[src/rtl/motor_spi_scheduler_pkg.sv]
// ------------------------------------------------------------------
// motor_spi_pkg : shared types and constants for the motor-board SPI scheduler
// Rev 1.0
// ------------------------------------------------------------------
`default_nettype none

package motor_spi_pkg;

  localparam int NUM_DEV_DEF    = 7;
  localparam int DATA_WIDTH_DEF = 16;

  localparam int DRV0 = 0;
  localparam int DRV1 = 1;
  localparam int DRV2 = 2;
  localparam int DRV3 = 3;
  localparam int DRV4 = 4;
  localparam int ADC0 = 5;
  localparam int ADC1 = 6;

  typedef enum logic [2:0] {
    S_IDLE  = 3'd0,
    S_SETUP = 3'd1,
    S_START = 3'd2,
    S_WAIT  = 3'd3,
    S_HOLD  = 3'd4,
    S_GAP   = 3'd5
  } state_t;

  function automatic logic [NUM_DEV_DEF-1:0] onehot_to_ncs(input logic [NUM_DEV_DEF-1:0] onehot);
    return ~onehot;
  endfunction

  // A zero-length interval still occupies one cycle, so its last count is 0.
  function automatic int unsigned cnt_last(input int unsigned p);
    return (p == 0) ? 0 : p - 1;
  endfunction

  function automatic int unsigned cnt_width(input int unsigned p);
    return $clog2((p == 0) ? 1 : p) + 1;
  endfunction

  function automatic int unsigned max_u(input int unsigned a, input int unsigned b);
    return (a > b) ? a : b;
  endfunction

endpackage

`default_nettype wire

[src/rtl/motor_spi_scheduler_if.sv]
// ------------------------------------------------------------------
// motor_spi_scheduler_if : requester and SPI-master signals of the scheduler
// Rev 1.0
// ------------------------------------------------------------------
`default_nettype none

interface motor_spi_scheduler_if
  import motor_spi_pkg::*;
#(
  parameter int NUM_DEV    = NUM_DEV_DEF,
  parameter int DATA_WIDTH = DATA_WIDTH_DEF
);
  localparam int IDX_W = $clog2(NUM_DEV);

  logic [NUM_DEV-1:0]            req;
  logic [NUM_DEV*DATA_WIDTH-1:0] req_data;
  logic [NUM_DEV-1:0]            ack;
  logic [DATA_WIDTH-1:0]         rsp_data;
  logic                          rsp_err;
  logic [IDX_W-1:0]              cur_dev;
  logic                          idle;
  logic                          m_go;
  logic [DATA_WIDTH-1:0]         m_datai;
  logic                          m_busy;
  logic                          m_done;
  logic [DATA_WIDTH-1:0]         m_datao;
  logic [NUM_DEV-1:0]            dev_ncs;

  modport master (
    input  req, req_data, m_busy, m_done, m_datao,
    output ack, rsp_data, rsp_err, cur_dev, idle, m_go, m_datai, dev_ncs
  );

  modport slave (
    output req, req_data, m_busy, m_done, m_datao,
    input  ack, rsp_data, rsp_err, cur_dev, idle, m_go, m_datai, dev_ncs
  );

endinterface

`default_nettype wire

[src/rtl/motor_spi_scheduler_rr_arbiter.sv]
// ------------------------------------------------------------------
// rr_arbiter : rotating-priority encoder with last-served pointer
// Rev 1.0
// ------------------------------------------------------------------
`default_nettype none

module rr_arbiter #(
  parameter int NUM_DEV = 7,
  parameter int IDX_W   = $clog2(NUM_DEV)
) (
  input  logic               clk,
  input  logic               resetb,
  input  logic [NUM_DEV-1:0] req,
  input  logic               grant_en,
  output logic [IDX_W-1:0]   grant_idx,
  output logic               grant_valid
);

  logic [IDX_W-1:0] ptr_q;
  logic [IDX_W-1:0] ptr_d;

  // Scan from the farthest offset down so the nearest requester after ptr wins.
  always_comb begin
    grant_valid = 1'b0;
    grant_idx   = '0;
    for (int k = NUM_DEV - 1; k >= 0; k--) begin
      if (req[(int'(ptr_q) + k) % NUM_DEV]) begin
        grant_valid = 1'b1;
        grant_idx   = IDX_W'((int'(ptr_q) + k) % NUM_DEV);
      end
    end
  end

  assign ptr_d = (grant_idx == IDX_W'(NUM_DEV - 1)) ? '0 : grant_idx + IDX_W'(1);

  always_ff @(posedge clk) begin
    if (!resetb) begin
      ptr_q <= '0;
    end else if (grant_en && grant_valid) begin
      ptr_q <= ptr_d;
    end
  end

endmodule

`default_nettype wire

[src/rtl/motor_spi_scheduler.sv]
// ------------------------------------------------------------------
// motor_spi_scheduler : round-robin sharing of one SPI master among motor-board devices
// Rev 1.0
// ------------------------------------------------------------------
`default_nettype none

module motor_spi_scheduler
  import motor_spi_pkg::*;
#(
  parameter int NUM_DEV    = NUM_DEV_DEF,
  parameter int DATA_WIDTH = DATA_WIDTH_DEF,
  parameter int CS_SETUP   = 2,
  parameter int CS_HOLD    = 2,
  parameter int CS_GAP     = 2,
  parameter int TIMEOUT    = 1023
) (
  input  logic                  clk,
  input  logic                  resetb,
  motor_spi_scheduler_if.master sif
);

  localparam int IDX_W = $clog2(NUM_DEV);
  localparam int CNT_W = int'(max_u(max_u(cnt_width(CS_SETUP), cnt_width(CS_HOLD)),
                                    max_u(cnt_width(CS_GAP), cnt_width(TIMEOUT))));
  localparam logic [CNT_W-1:0] SETUP_LAST = CNT_W'(cnt_last(CS_SETUP));
  localparam logic [CNT_W-1:0] HOLD_LAST  = CNT_W'(cnt_last(CS_HOLD));
  localparam logic [CNT_W-1:0] GAP_LAST   = CNT_W'(cnt_last(CS_GAP));
  localparam logic [CNT_W-1:0] TO_LAST    = CNT_W'(cnt_last(TIMEOUT));

  state_t                state_q, state_d;
  logic [CNT_W-1:0]      cnt_q, cnt_d, cnt_inc;
  logic [IDX_W-1:0]      cur_dev_q;
  logic [DATA_WIDTH-1:0] datai_q;
  logic [DATA_WIDTH-1:0] rsp_q;
  logic                  err_q;
  logic [NUM_DEV-1:0]    ncs_q;
  logic [IDX_W-1:0]      grant_idx;
  logic                  grant_valid;
  logic [NUM_DEV-1:0]    grant_oh;
  logic                  grant_en;
  logic                  hold_last;
  logic                  to_hit;

  rr_arbiter #(
    .NUM_DEV (NUM_DEV),
    .IDX_W   (IDX_W)
  ) u_arb (
    .clk         (clk),
    .resetb      (resetb),
    .req         (sif.req),
    .grant_en    (grant_en),
    .grant_idx   (grant_idx),
    .grant_valid (grant_valid)
  );

  assign grant_en  = (state_q == S_IDLE);
  assign grant_oh  = NUM_DEV'(1) << grant_idx;
  assign cnt_inc   = (cnt_q == '1) ? cnt_q : cnt_q + CNT_W'(1);
  assign hold_last = (cnt_q == HOLD_LAST);
  assign to_hit    = (cnt_q == TO_LAST);

  always_ff @(posedge clk) begin
    if (!resetb) begin
      state_q <= S_IDLE;
      cnt_q   <= '0;
    end else begin
      state_q <= state_d;
      cnt_q   <= cnt_d;
    end
  end

  always_comb begin
    state_d = state_q;
    cnt_d   = cnt_q;
    case (state_q)
      S_IDLE: begin
        if (grant_valid) begin
          state_d = S_SETUP;
          cnt_d   = '0;
        end
      end
      S_SETUP: begin
        if (cnt_q == SETUP_LAST) begin
          state_d = S_START;
          cnt_d   = '0;
        end else begin
          cnt_d = cnt_inc;
        end
      end
      S_START: begin
        if (!sif.m_busy) begin
          state_d = S_WAIT;
          cnt_d   = '0;
        end
      end
      S_WAIT: begin
        if (sif.m_done || to_hit) begin
          state_d = S_HOLD;
          cnt_d   = '0;
        end else begin
          cnt_d = cnt_inc;
        end
      end
      S_HOLD: begin
        if (hold_last) begin
          state_d = S_GAP;
          cnt_d   = '0;
        end else begin
          cnt_d = cnt_inc;
        end
      end
      S_GAP: begin
        if (cnt_q == GAP_LAST) begin
          state_d = S_IDLE;
          cnt_d   = '0;
        end else begin
          cnt_d = cnt_inc;
        end
      end
      default: begin
        state_d = S_IDLE;
        cnt_d   = '0;
      end
    endcase
  end

  // Reset is folded into ack so a transaction cut short by reset never acknowledges.
  always_comb begin
    sif.m_go    = (state_q == S_START) && !sif.m_busy;
    sif.idle    = (state_q == S_IDLE);
    sif.ack     = '0;
    sif.rsp_err = 1'b0;
    if (resetb && (state_q == S_HOLD) && hold_last) begin
      sif.ack     = NUM_DEV'(1) << cur_dev_q;
      sif.rsp_err = err_q;
    end
  end

  always_ff @(posedge clk) begin
    if (!resetb) begin
      cur_dev_q <= '0;
      datai_q   <= '0;
      rsp_q     <= '0;
      err_q     <= 1'b0;
      ncs_q     <= '1;
    end else begin
      if ((state_q == S_IDLE) && grant_valid) begin
        cur_dev_q <= grant_idx;
        datai_q   <= sif.req_data[int'(grant_idx)*DATA_WIDTH +: DATA_WIDTH];
        ncs_q     <= NUM_DEV'(onehot_to_ncs(NUM_DEV_DEF'(grant_oh)));
        err_q     <= 1'b0;
      end
      if (state_q == S_WAIT) begin
        if (sif.m_done) begin
          rsp_q <= sif.m_datao;
        end else if (to_hit) begin
          rsp_q <= '0;
          err_q <= 1'b1;
        end
      end
      if ((state_q == S_HOLD) && hold_last) begin
        ncs_q <= '1;
      end
    end
  end

  assign sif.rsp_data = rsp_q;
  assign sif.cur_dev  = cur_dev_q;
  assign sif.m_datai  = datai_q;
  assign sif.dev_ncs  = ncs_q;

endmodule

`default_nettype wire
[src/flat_wrapper.sv]
// flat-port wrapper written by rule: the top's interface ports become plain ports
module motor_spi_scheduler_flat import motor_spi_pkg::*;
#(
  parameter int NUM_DEV    = NUM_DEV_DEF,
  parameter int DATA_WIDTH = DATA_WIDTH_DEF,
  parameter int CS_SETUP   = 2,
  parameter int CS_HOLD    = 2,
  parameter int CS_GAP     = 2,
  parameter int TIMEOUT    = 1023
)
  (clk, resetb, sif_req, sif_req_data, sif_m_busy, sif_m_done, sif_m_datao, sif_ack, sif_rsp_data, sif_rsp_err, sif_cur_dev, sif_idle, sif_m_go, sif_m_datai, sif_dev_ncs);
  motor_spi_scheduler_if #(.NUM_DEV(NUM_DEV), .DATA_WIDTH(DATA_WIDTH)) sif_i ();
  input  logic clk;
  input  logic resetb;
  input wire logic [$bits(sif_i.req)-1:0] sif_req;
  input wire logic [$bits(sif_i.req_data)-1:0] sif_req_data;
  input wire logic [$bits(sif_i.m_busy)-1:0] sif_m_busy;
  input wire logic [$bits(sif_i.m_done)-1:0] sif_m_done;
  input wire logic [$bits(sif_i.m_datao)-1:0] sif_m_datao;
  output wire logic [$bits(sif_i.ack)-1:0] sif_ack;
  output wire logic [$bits(sif_i.rsp_data)-1:0] sif_rsp_data;
  output wire logic [$bits(sif_i.rsp_err)-1:0] sif_rsp_err;
  output wire logic [$bits(sif_i.cur_dev)-1:0] sif_cur_dev;
  output wire logic [$bits(sif_i.idle)-1:0] sif_idle;
  output wire logic [$bits(sif_i.m_go)-1:0] sif_m_go;
  output wire logic [$bits(sif_i.m_datai)-1:0] sif_m_datai;
  output wire logic [$bits(sif_i.dev_ncs)-1:0] sif_dev_ncs;
  assign sif_i.req = sif_req;
  assign sif_i.req_data = sif_req_data;
  assign sif_i.m_busy = sif_m_busy;
  assign sif_i.m_done = sif_m_done;
  assign sif_i.m_datao = sif_m_datao;
  assign sif_ack = sif_i.ack;
  assign sif_rsp_data = sif_i.rsp_data;
  assign sif_rsp_err = sif_i.rsp_err;
  assign sif_cur_dev = sif_i.cur_dev;
  assign sif_idle = sif_i.idle;
  assign sif_m_go = sif_i.m_go;
  assign sif_m_datai = sif_i.m_datai;
  assign sif_dev_ncs = sif_i.dev_ncs;
  motor_spi_scheduler #(.NUM_DEV(NUM_DEV), .DATA_WIDTH(DATA_WIDTH), .CS_SETUP(CS_SETUP), .CS_HOLD(CS_HOLD), .CS_GAP(CS_GAP), .TIMEOUT(TIMEOUT)) u_core (.clk(clk), .resetb(resetb), .sif(sif_i));
endmodule
[config.mk]
export PLATFORM = sky130hd
export DESIGN_NAME = motor_spi_scheduler_flat
export DESIGN_NICKNAME = d
export VERILOG_FILES = /design/src/rtl/motor_spi_scheduler_pkg.sv /design/src/rtl/motor_spi_scheduler_if.sv /design/src/rtl/motor_spi_scheduler_rr_arbiter.sv /design/src/rtl/motor_spi_scheduler.sv /design/src/flat_wrapper.sv
export SDC_FILE = /design/constraint.sdc
export NUM_CORES = 1
export LEC_CHECK = 0
export BUFFER_PORTS_ARGS = -buffer_cell sky130_fd_sc_hd__buf_4
export CAP_MARGIN = 5
export CELL_PAD_IN_SITES_DETAIL_PLACEMENT = 1
export CELL_PAD_IN_SITES_GLOBAL_PLACEMENT = 2
export CORE_UTILIZATION = 29
export DETAILED_ROUTE_END_ITERATION = 8
export GPL_ROUTABILITY_DRIVEN = 0
export MAX_ROUTING_LAYER = met4
export PLACE_DENSITY = 0.87
export SLEW_MARGIN = 0
export SYNTH_ARGS = -nofsm -noshare
export SYNTH_HDL_FRONTEND = slang
export SYNTH_SLANG_ARGS = --single-unit
[constraint.sdc]
create_clock -name clk -period 6.6 [get_ports clk]
set_input_delay 0.66 -clock clk [delete_from_list [all_inputs] [get_ports clk]]
set_output_delay 0.66 -clock clk [all_outputs]
set_load 0.01 [all_outputs]
==> impl_metrics.ini, run 1 <==
[cts]
cts_max_level = 3
clkTransAtPathRegs_ns = 0.06
cts_buffers = 9
cts_setup_buffers = 0
cts_sinks = 60
insertion_delay_ns = 0.33
cts_root_buf = clkbuf_16
cts_tree = done
clk_path_buf_depth = 2
ctsResizeCount = 0
ctsHoldBuffers = 0

[setup_path]
cp_max_fo = 54
end_kind = register
path_class = reg2reg
critPathArrivalTime_ns = 6.21
cp_data_required_time_ns = 6.87
cp-start-kind = register

[synthesis]
synth.cell_area_um2 = 5665
synthFlopType = dfxtp_1
ys_warn_count = 0
synthTopCellsByArea = dfxtp_1, mux2i_1, ha_1
syn_area_per_cell_um2 = 8.163
synth_top_area_share_pct = 21.20
ys_types = 86
synth_fp_nets = 861
synthArstFlopShare_pct = 0
yosysSeqAreaShare_pct = 21.20
synth-seq-cells = 60
synth_top_area_cell = dfxtp_1
synth_cells = 694
synth_edf_count = 0

[pwr]
power_frac_seq_pct = 13.7
power.internal_uw = 1871
ir_drop_uv = 457.7
p_leak_uw = 0.003211
p_comb_share_pct = 73.9
power_switching_uw = 1702
sw_frac_of_total_pct = 47.63
power_density_nw_per_um2 = 474.8
pwr-share-clk_pct = 12.4

[sta]
tns_ns = 0
timing_max_transition_violations_final = 0
post-route-period-util_pct = 90.00
whs_ns = 0.5023
setup_viol = 0
relSlewSlack_pct = 41.62
rsz0062_at_grt = no
finalHoldViolations = 0
skew_ns = 0.008563
tightest_slew_ns = 0.8757
layout_min_cycle_time_ns = 5.940
max_freq_mhz = 168.4

[placement]
dp_hpwl_um = 15440
io_buffers = 190
dp.cells = 1104

[route]
vias_per_cell = 5.266
routed_wl_um = 19840
num_vias = 5893
drt_iter0_drc = 308
first_pass_iters = 4
wl_per_cell_um = 17.73
antenna_left = 0
drc = 0

[final_layout]
area_growth_pct = 32.86
post-route-util_pct = 39.71
antenna_cells = 0
layout-drive-gt1-share_pct = 28.17
fin_cells = 1119
final_cell_mix = buf_4, mux2i_1, nand2_1, dfxtp_1, nor2_1
layout_commonest_cell = buf_4
nets = 1022

[hold_path]
hold_path.class = reg2reg

[floorplanning]
initial_core_util_pct = 29.89
die_x_um = 141.8
die_y_um = 141.8
core_area_um2 = 18960
num_rows = 50
ios = 191
die_area_um2 = 20100

[global_route]
grt_usage_pct = 20.20
gr-total-overflow = 0
grt_pass1_vias = 5971
grt_pass1_wl_um = 31480
grt_max_degree = 55
antenna_found_initial = 0

[flow_run]
max_cap_viol_count = 0

[run_status]
status = finished, final reports clean
[cells by family after synthesis]
kind of cell             share of synthesized area [%]
buffers and inverters                            6.095
XOR/XNOR                                         3.666
adder cells (fa/ha/maj)                          6.184
AND/OR/NAND/NOR                                  23.45
multiplexers                                     14.73
AO/OA/AOI/OAI                                    24.67
flip-flops                                       21.20
[Yosys cell counts (10+ instances only)]
master    instances
nor3_1           18
a211oi_1         11
o21ai_0          17
nand2_1          64
clkbuf_1         24
ha_1             28
nor2_1           36
o21ai_1          15
nand2b_1         14
inv_1            25
a22oi_1          18
o22ai_1          18
dfxtp_1          60
xnor2_1          16
buf_2            15
and2_1           10
a221o_1          16
nor2b_1          28
a21oi_1          13
mux2i_1          68
and3_1           14
[through the flow]
stage / total power (uW) / instance area [um2] / setup slack (ns)
6_report: 3574 / 7527 / 0.6601
5_1_grt: 3860 / 7527 / 0.07407
4_1_cts: 3595 / 7527 / 0.6357
3_5_place_dp: 3134 / 7249 / 0.6411
3_3_place_gp: 3115 / 7249 / 0.7535
2_1_floorplan: 2507 / 5665 / 1.288
[layout make-up]
type                    count  area [um2]
well taps                 260       325.3
clock inverters             4       25.02
clock buffers              11       252.7
multi-input cells         558        4126
inverters                  27       101.3
repair buffers            199        1494
fillers                  2296       11430
flip-flops and latches     60        1202
[power groups by stage]
stage                     Combinational [uW]  Clock, uW  Sequential (uW)
after floorplan                         2000          0              503
after global placement                  2620          0              494
after detailed placement                2640          0              496
after CTS                               2650        456              489
after global routing                    2890        471              497
final                                   2640        445              489
[metal layers]
metal | vias to the layer above | global-route usage, % | share of wire (%)
met3 | 17 | 2.700 | 3.9
met2 | 160 | 35.18 | 50
li1 | 2919 | - | -
met4 | 0 | 4.188 | 1.1
met1 | 2797 | 24.80 | 45
met5 | - | - | 0
[flip-flops by register name (all words and copies together) (netlist names)]
register / flops
u_core.cnt_q: 11
u_core.err_q: 1
u_core.sif.cur_dev: 3
u_core.sif.dev_ncs: 7
u_core.sif.m_datai: 16
u_core.sif.rsp_data: 16
u_core.state_q: 3
u_core.u_arb.ptr_q: 3
[worst max-delay path, cell delays in order, from the launching register on]
cell and delay [ns]:
dfxtp_2 0.39, clkinv_1 0.09, buf_4 0.17, ha_1 0.45, ha_1 0.27, ha_1 0.27
or3_1 0.38, and2_1 0.17, ha_1 0.23, a311o_1 0.28, nand3b_1 0.21, mux2i_1 0.22
a2bb2oi_1 0.33, o21ai_0 0.26, a2111oi_1 0.65, a211oi_4 0.14, buf_4 0.40, and2_1 0.29
ha_1 0.26, o31ai_1 0.22, and2_1 0.15
[path summary, 6_finish.rpt]
kind	cells past startpoint	slack [ns]	from	to
worst min register to register	2	0.50	u_core.sif.dev_ncs[3]	u_core.sif.dev_ncs[3]
worst max register to register	20	0.66	u_core.u_arb.ptr_q[0]	u_core.u_arb.ptr_q[2]
worst min-delay path	2	0.50	u_core.sif.dev_ncs[3]	u_core.sif.dev_ncs[3]
worst max-delay path	20	0.66	u_core.u_arb.ptr_q[0]	u_core.u_arb.ptr_q[2]
No activity file was read; power rests on OpenSTA's default activity.
==> run 2, diff against run 1 <==
--- a/config.mk
+++ b/config.mk
@@ -5,15 +5,16 @@
 export SDC_FILE = /design/constraint.sdc
 export NUM_CORES = 1
 export LEC_CHECK = 0
-export BUFFER_PORTS_ARGS = -buffer_cell sky130_fd_sc_hd__buf_4
+export BUFFER_PORTS_ARGS = -buffer_cell sky130_fd_sc_hd__buf_2
 export CAP_MARGIN = 5
-export CELL_PAD_IN_SITES_DETAIL_PLACEMENT = 1
-export CELL_PAD_IN_SITES_GLOBAL_PLACEMENT = 2
-export CORE_UTILIZATION = 29
+export CELL_PAD_IN_SITES_DETAIL_PLACEMENT = 0
+export CELL_PAD_IN_SITES_GLOBAL_PLACEMENT = 1
+export CORE_UTILIZATION = 37
 export DETAILED_ROUTE_END_ITERATION = 8
 export GPL_ROUTABILITY_DRIVEN = 0
+export GPL_TIMING_DRIVEN = 1
 export MAX_ROUTING_LAYER = met4
-export PLACE_DENSITY = 0.87
+export PLACE_DENSITY = 0.86
 export SLEW_MARGIN = 0
 export SYNTH_ARGS = -nofsm -noshare
 export SYNTH_HDL_FRONTEND = slang
==> run 2 against run 1 <==
Compared with the run above:
- non-clock buffer count up 2
- utilization up 7.5 points
- first-iteration DRC count up 40%
- sequential power down 1%
- sequential cell count unchanged
- combinational power down 2%
- largest cell class unchanged
- maximum frequency up 1.6%
- clock skew about the same
- critical path type unchanged
==> impl_metrics.ini, run 2 (synthesis gave the netlist of run 1 again) <==
[placement]
dp_hpwl_um = 13350
io_buffers = 190
dpl-instance-area_um2 = 6705

[final_layout]
multiInputGateArea_um2 = 4126
area_growth_pct = 22.97
final_cell_mix = buf_2, mux2i_1, nand2_1, dfxtp_1, nor2_1
layout-drive-gt1-share_pct = 28.11
layout_commonest_cell = buf_2
fillers = 1508
final_cell_area_um2 = 6967
nets = 1024
seq_area_um2 = 1201

[sta]
rsz0062_at_grt = no
max_freq_mhz = 171.0
finalHoldViolations = 0
timing_max_transition_violations_final = 0
tightest_slew_ns = 0.8426
relSlewSlack_pct = 43.83
skew_ns = 0.008151
tns_ns = 0
setup_viol = 0
post-route-period-util_pct = 88.60
layout_min_cycle_time_ns = 5.847

[floorplanning]
die_area_um2 = 15810
num_rows = 44
die_y_um = 125.7
core_area_um2 = 14750
ios = 191
die_x_um = 125.7
initial_core_util_pct = 38.40

[pwr]
p_leak_uw = 0.003083
ir_drop_uv = 265.5
power_density_nw_per_um2 = 500.3

[route]
first_pass_iters = 5
wl_per_cell_um = 16.52
drt_iter0_drc = 431
num_vias = 5859
routed_wl_um = 17290
antenna_left = 0
vias_per_cell = 5.601
drc = 0

[setup_path]
cp-endpoint = u_core.sif.m_datai[14]
r2r_cells = 19
startpoint = u_core.u_arb.ptr_q[1]
reg2reg_setup_slack_ns = 0.75
path_class = reg2reg
timing.rr.start = u_core.u_arb.ptr_q[1]
cp_max_fo = 15
critPathArrivalTime_ns = 6.12
cp_data_required_time_ns = 6.87
worstReg2RegEnd = u_core.sif.m_datai[14]
end_kind = register
cp-start-kind = register

[cts]
ctsHoldBuffers = 0
insertion_delay_ns = 0.33
cts_sinks = 60
cts_buffers = 9
clk_path_buf_depth = 2
cts_setup_buffers = 0
cts_max_level = 3
cts_root_buf = clkbuf_16
clkTransAtPathRegs_ns = 0.06
cts_tree = done
ctsResizeCount = 0

[global_route]
grt_pass1_vias = 5513
antenna_found_initial = 1
gr-total-overflow = 0
grt_max_degree = 52
grt_usage_pct = 22.01
grt_pass1_wl_um = 27470

[hold_path]
hold_path.class = reg2reg

[flow_run]
max_cap_viol_count = 0

[run_status]
status = finished, final reports clean
## run 2: stage by stage
stage                     setup slack, ns  cells  hold slack, ns  power (uW)  util (%)
after global routing               0.3758   1046          0.5011        3768     47.22
after floorplan                     1.288    694          0.4708        2507         -
after CTS                          0.8080   1045          0.4841        3489     47.20
after global placement             0.8106   1030          0.4652        3072     45.45
final                              0.7526   1046          0.4745        3485     47.22
after detailed placement           0.8230   1030          0.4731        3059     45.45
## run 2: final cells by class
type                            count  share of cell area, %
Sequential cell                    60                  17.24
Inverter                           27                  1.455
Multi-Input combinational cell    558                  59.23
Antenna cell                        1                0.03592
Tap cell                          184                  3.305
Clock buffer                       10                  3.287
Timing Repair Buffer              201                  15.01
Clock inverter                      5                 0.4310
## run 2: where the power goes
group	switching [uW]	total, uW	leakage [uW]	internal [uW]
logic	1440	2590	0.00247	1150
registers	52.3	484	0.000490	432
clock network	162	411	0.000124	249
total	1660	3490	0.00308	1830
## run 2: critical path, cell delays in order, from the launching register on
cell and delay, ns:
dfxtp_1 0.50, ha_1 0.24, inv_1 0.05, ha_1 0.43, inv_1 0.07, ha_1 0.19
ha_1 0.27, or3_1 0.38, and2_1 0.17, ha_1 0.23, a311o_1 0.27, nand3b_1 0.20
mux2i_1 0.22, a2bb2oi_1 0.31, o21ai_0 0.22, a2111oi_1 0.62, a211oi_4 0.18, nor3b_2 0.32
and3_1 0.65, a221o_1 0.27
## run 2: worst min-delay path by stage
stage,from,endpoint,slack [ns],depth (start not counted)
floorplan,u_core.err_q,u_core.err_q,0.47,2
global placement,u_core.sif.dev_ncs[3],u_core.sif.dev_ncs[3],0.47,2
detailed placement,u_core.sif.dev_ncs[3],u_core.sif.dev_ncs[3],0.47,2
CTS,u_core.sif.dev_ncs[3],u_core.sif.dev_ncs[3],0.48,2
global route,u_core.sif.dev_ncs[3],u_core.sif.dev_ncs[3],0.50,2
finish,u_core.sif.dev_ncs[3],u_core.sif.dev_ncs[3],0.47,2
## run 2: per-layer routing
layer | part of all wire, % | track usage [%]
met2 | 49 | 38.53
met1 | 44 | 26.55
met5 | 0 | -
met4 | 1.6 | 6.166
met3 | 4.9 | 2.634
==> run 3, diff against run 2 <==
--- a/config.mk
+++ b/config.mk
@@ -15,6 +15,7 @@
 export GPL_TIMING_DRIVEN = 1
 export MAX_ROUTING_LAYER = met4
 export PLACE_DENSITY = 0.86
+export REMOVE_ABC_BUFFERS = 1
 export SLEW_MARGIN = 0
 export SYNTH_ARGS = -nofsm -noshare
 export SYNTH_HDL_FRONTEND = slang
==> run 3 against run 2 <==
Compared with the run above:
- cell count increased by 0.29%
- sequential cell count unchanged
- register-to-register slack got worse by 0.17 ns
- utilization increased by 0.38 points
- critical endpoint is now u_core.sif.m_datai[15]
- highest routed layer unchanged
- critical path type unchanged
- cell area increased by 0.81%
- first-iteration DRC count decreased by 7.0%
- global-route usage increased by 0.99 points
==> impl_metrics.ini, run 3 (synthesis gave the netlist of run 1 again) <==
[floorplanning]
num_rows = 44
die_y_um = 125.7
die_area_um2 = 15810
initial_core_util_pct = 38.40
core_area_um2 = 14750
die_x_um = 125.7
ios = 191

[setup_path]
critPathArrivalTime_ns = 6.23
worstReg2RegEnd = u_core.sif.m_datai[15]
path_class = reg2reg
timing.rr.start = u_core.u_arb.ptr_q[1]
cp-start-kind = register
r2r_cells = 19
cp_data_required_time_ns = 6.81
reg2reg_setup_slack_ns = 0.58
cp_max_fo = 17
end_kind = register

[final_layout]
final_cell_mix = buf_2, mux2i_1, nand2_1, dfxtp_1, nor2_1
area_growth_pct = 23.96
nets = 1027
final_cell_area_um2 = 7023
fillers = 1497
layout-drive-gt1-share_pct = 28.36
layout_commonest_cell = buf_2

[flow_run]
max_cap_viol_count = 0

[placement]
dpl-instance-area_um2 = 6728
post-place-ws_ns = 0.6035
dp_hpwl_um = 13870
io_buffers = 190

[hold_path]
min_delay_path_depth = 2
min_to = u_core.sif.dev_ncs[6]
hold_start = u_core.sif.dev_ncs[6]
hold_path.class = reg2reg

[cts]
cts_root_buf = clkbuf_16
cts_max_level = 3
cts_tree = done
cts_buffers = 9
ctsHoldBuffers = 0
cts_sinks = 60
insertion_delay_ns = 0.32
clk_path_buf_depth = 2
clkTransAtPathRegs_ns = 0.05
ctsResizeCount = 0
cts_setup_buffers = 0

[sta]
rsz0062_at_grt = no
timing_max_transition_violations_final = 0
setup_viol = 0
relSlewSlack_pct = 48.96
tightest_slew_ns = 0.7616
max_freq_mhz = 166.1
skew_ns = 0.008290
tns_ns = 0
layout_min_cycle_time_ns = 6.020
setup_slack_ns = 0.5796
post-route-period-util_pct = 91.22
whs_ns = 0.4974
finalHoldViolations = 0

[route]
routed_wl_um = 18070
num_vias = 5951
drc = 0
wl_per_cell_um = 17.23
first_pass_iters = 5
antenna_left = 0
drt_iter0_drc = 401
vias_per_cell = 5.673

[global_route]
antenna_found_initial = 0
gr-total-overflow = 0
grt_pass1_wl_um = 28410
grt_max_degree = 52
grt_usage_pct = 23.00
grt_pass1_vias = 5504

[pwr]
p_leak_uw = 0.003112
power_density_nw_per_um2 = 506.9
ir_drop_uv = 401.0
p_total_uw = 3560

[run_status]
status = finished, final reports clean
## run 3: cell types whose count changed in the layout (fill, tap and decap cells not counted), sizes merged
cell	before	now
buf	201	204
clkinv	4	2
clkbuf	10	11
bufinv	0	1
## run 3: how the worst max path moves through the flow
stage / endpoint / startpoint / slack, ns / cells past startpoint
4_1_cts: u_core.sif.m_datai[15] / u_core.u_arb.ptr_q[1] / 0.60 / 19
5_1_grt: u_core.sif.m_datai[13] / u_core.u_arb.ptr_q[1] / 0.11 / 19
3_5_place_dp: u_core.sif.m_datai[15] / u_core.u_arb.ptr_q[1] / 0.60 / 19
2_1_floorplan: u_core.sif.m_datai[15] / u_core.u_arb.ptr_q[0] / -2.36 / 17
6_report: u_core.sif.m_datai[15] / u_core.u_arb.ptr_q[1] / 0.58 / 19
3_3_place_gp: u_core.sif.m_datai[15] / u_core.u_arb.ptr_q[1] / 0.74 / 19
## run 3: where the power goes
part           internal (uW)  total (uW)  leakage [uW]  switching [uW]
logic                   1150        2610       0.00248            1470
clock network            299         461      0.000138             162
registers                432         484      0.000490            52.0
total                   1880        3560       0.00311            1680
## run 3: worst max-delay path: stages, from the launching register on
cell	delay (ns)
dfxtp_1	0.40
buf_4	0.23
inv_1	0.15
ha_1	0.40
ha_1	0.24
ha_1	0.28
a31oi_1	0.21
xnor2_1	0.14
ha_1	0.37
o211ai_2	0.17
a21boi_0	0.36
nor2_1	0.09
or4_1	0.55
o21a_2	0.18
nor4bb_1	0.43
nand2b_1	0.32
inv_1	0.26
nand4b_1	0.62
o22ai_1	0.19
a221o_1	0.29
## run 3: stage by stage
step / util, % / instances
after CTS: 47.58 / 1048
after floorplan: - / 645
after global routing: 47.58 / 1048
after detailed placement: 45.60 / 1033
after global placement: 45.60 / 1033
final: 47.60 / 1049
## run 3: layer usage
| layer | vias to the layer above | GRT usage, % | wire [um] | part of all wire [%] |
|---|---|---|---|---|
| met5 | - | - | 0 | 0 |
| met4 | 0 | 6.237 | 299 | 1.7 |
| met3 | 14 | 2.549 | 847 | 4.7 |
| met2 | 199 | 40.88 | 9172 | 51 |
| met1 | 2799 | 27.47 | 7755 | 43 |
| li1 | 2939 | - | - | - |
## run 3: layout make-up
| cell class | instances | area [um2] | share of cell area, % |
|---|---|---|---|
| clock buffers | 11 | 242.7 | 3.456 |
| clock inverters | 4 | 50.05 | 0.7126 |
| diodes | 1 | 2.502 | 0.03563 |
| multi-input cells | 558 | 4126 | 58.76 |
| inverters | 27 | 101.3 | 1.443 |
| well taps | 184 | 230.2 | 3.278 |
| flip-flops and latches | 60 | 1201 | 17.10 |
| repair buffers | 204 | 1069 | 15.21 |
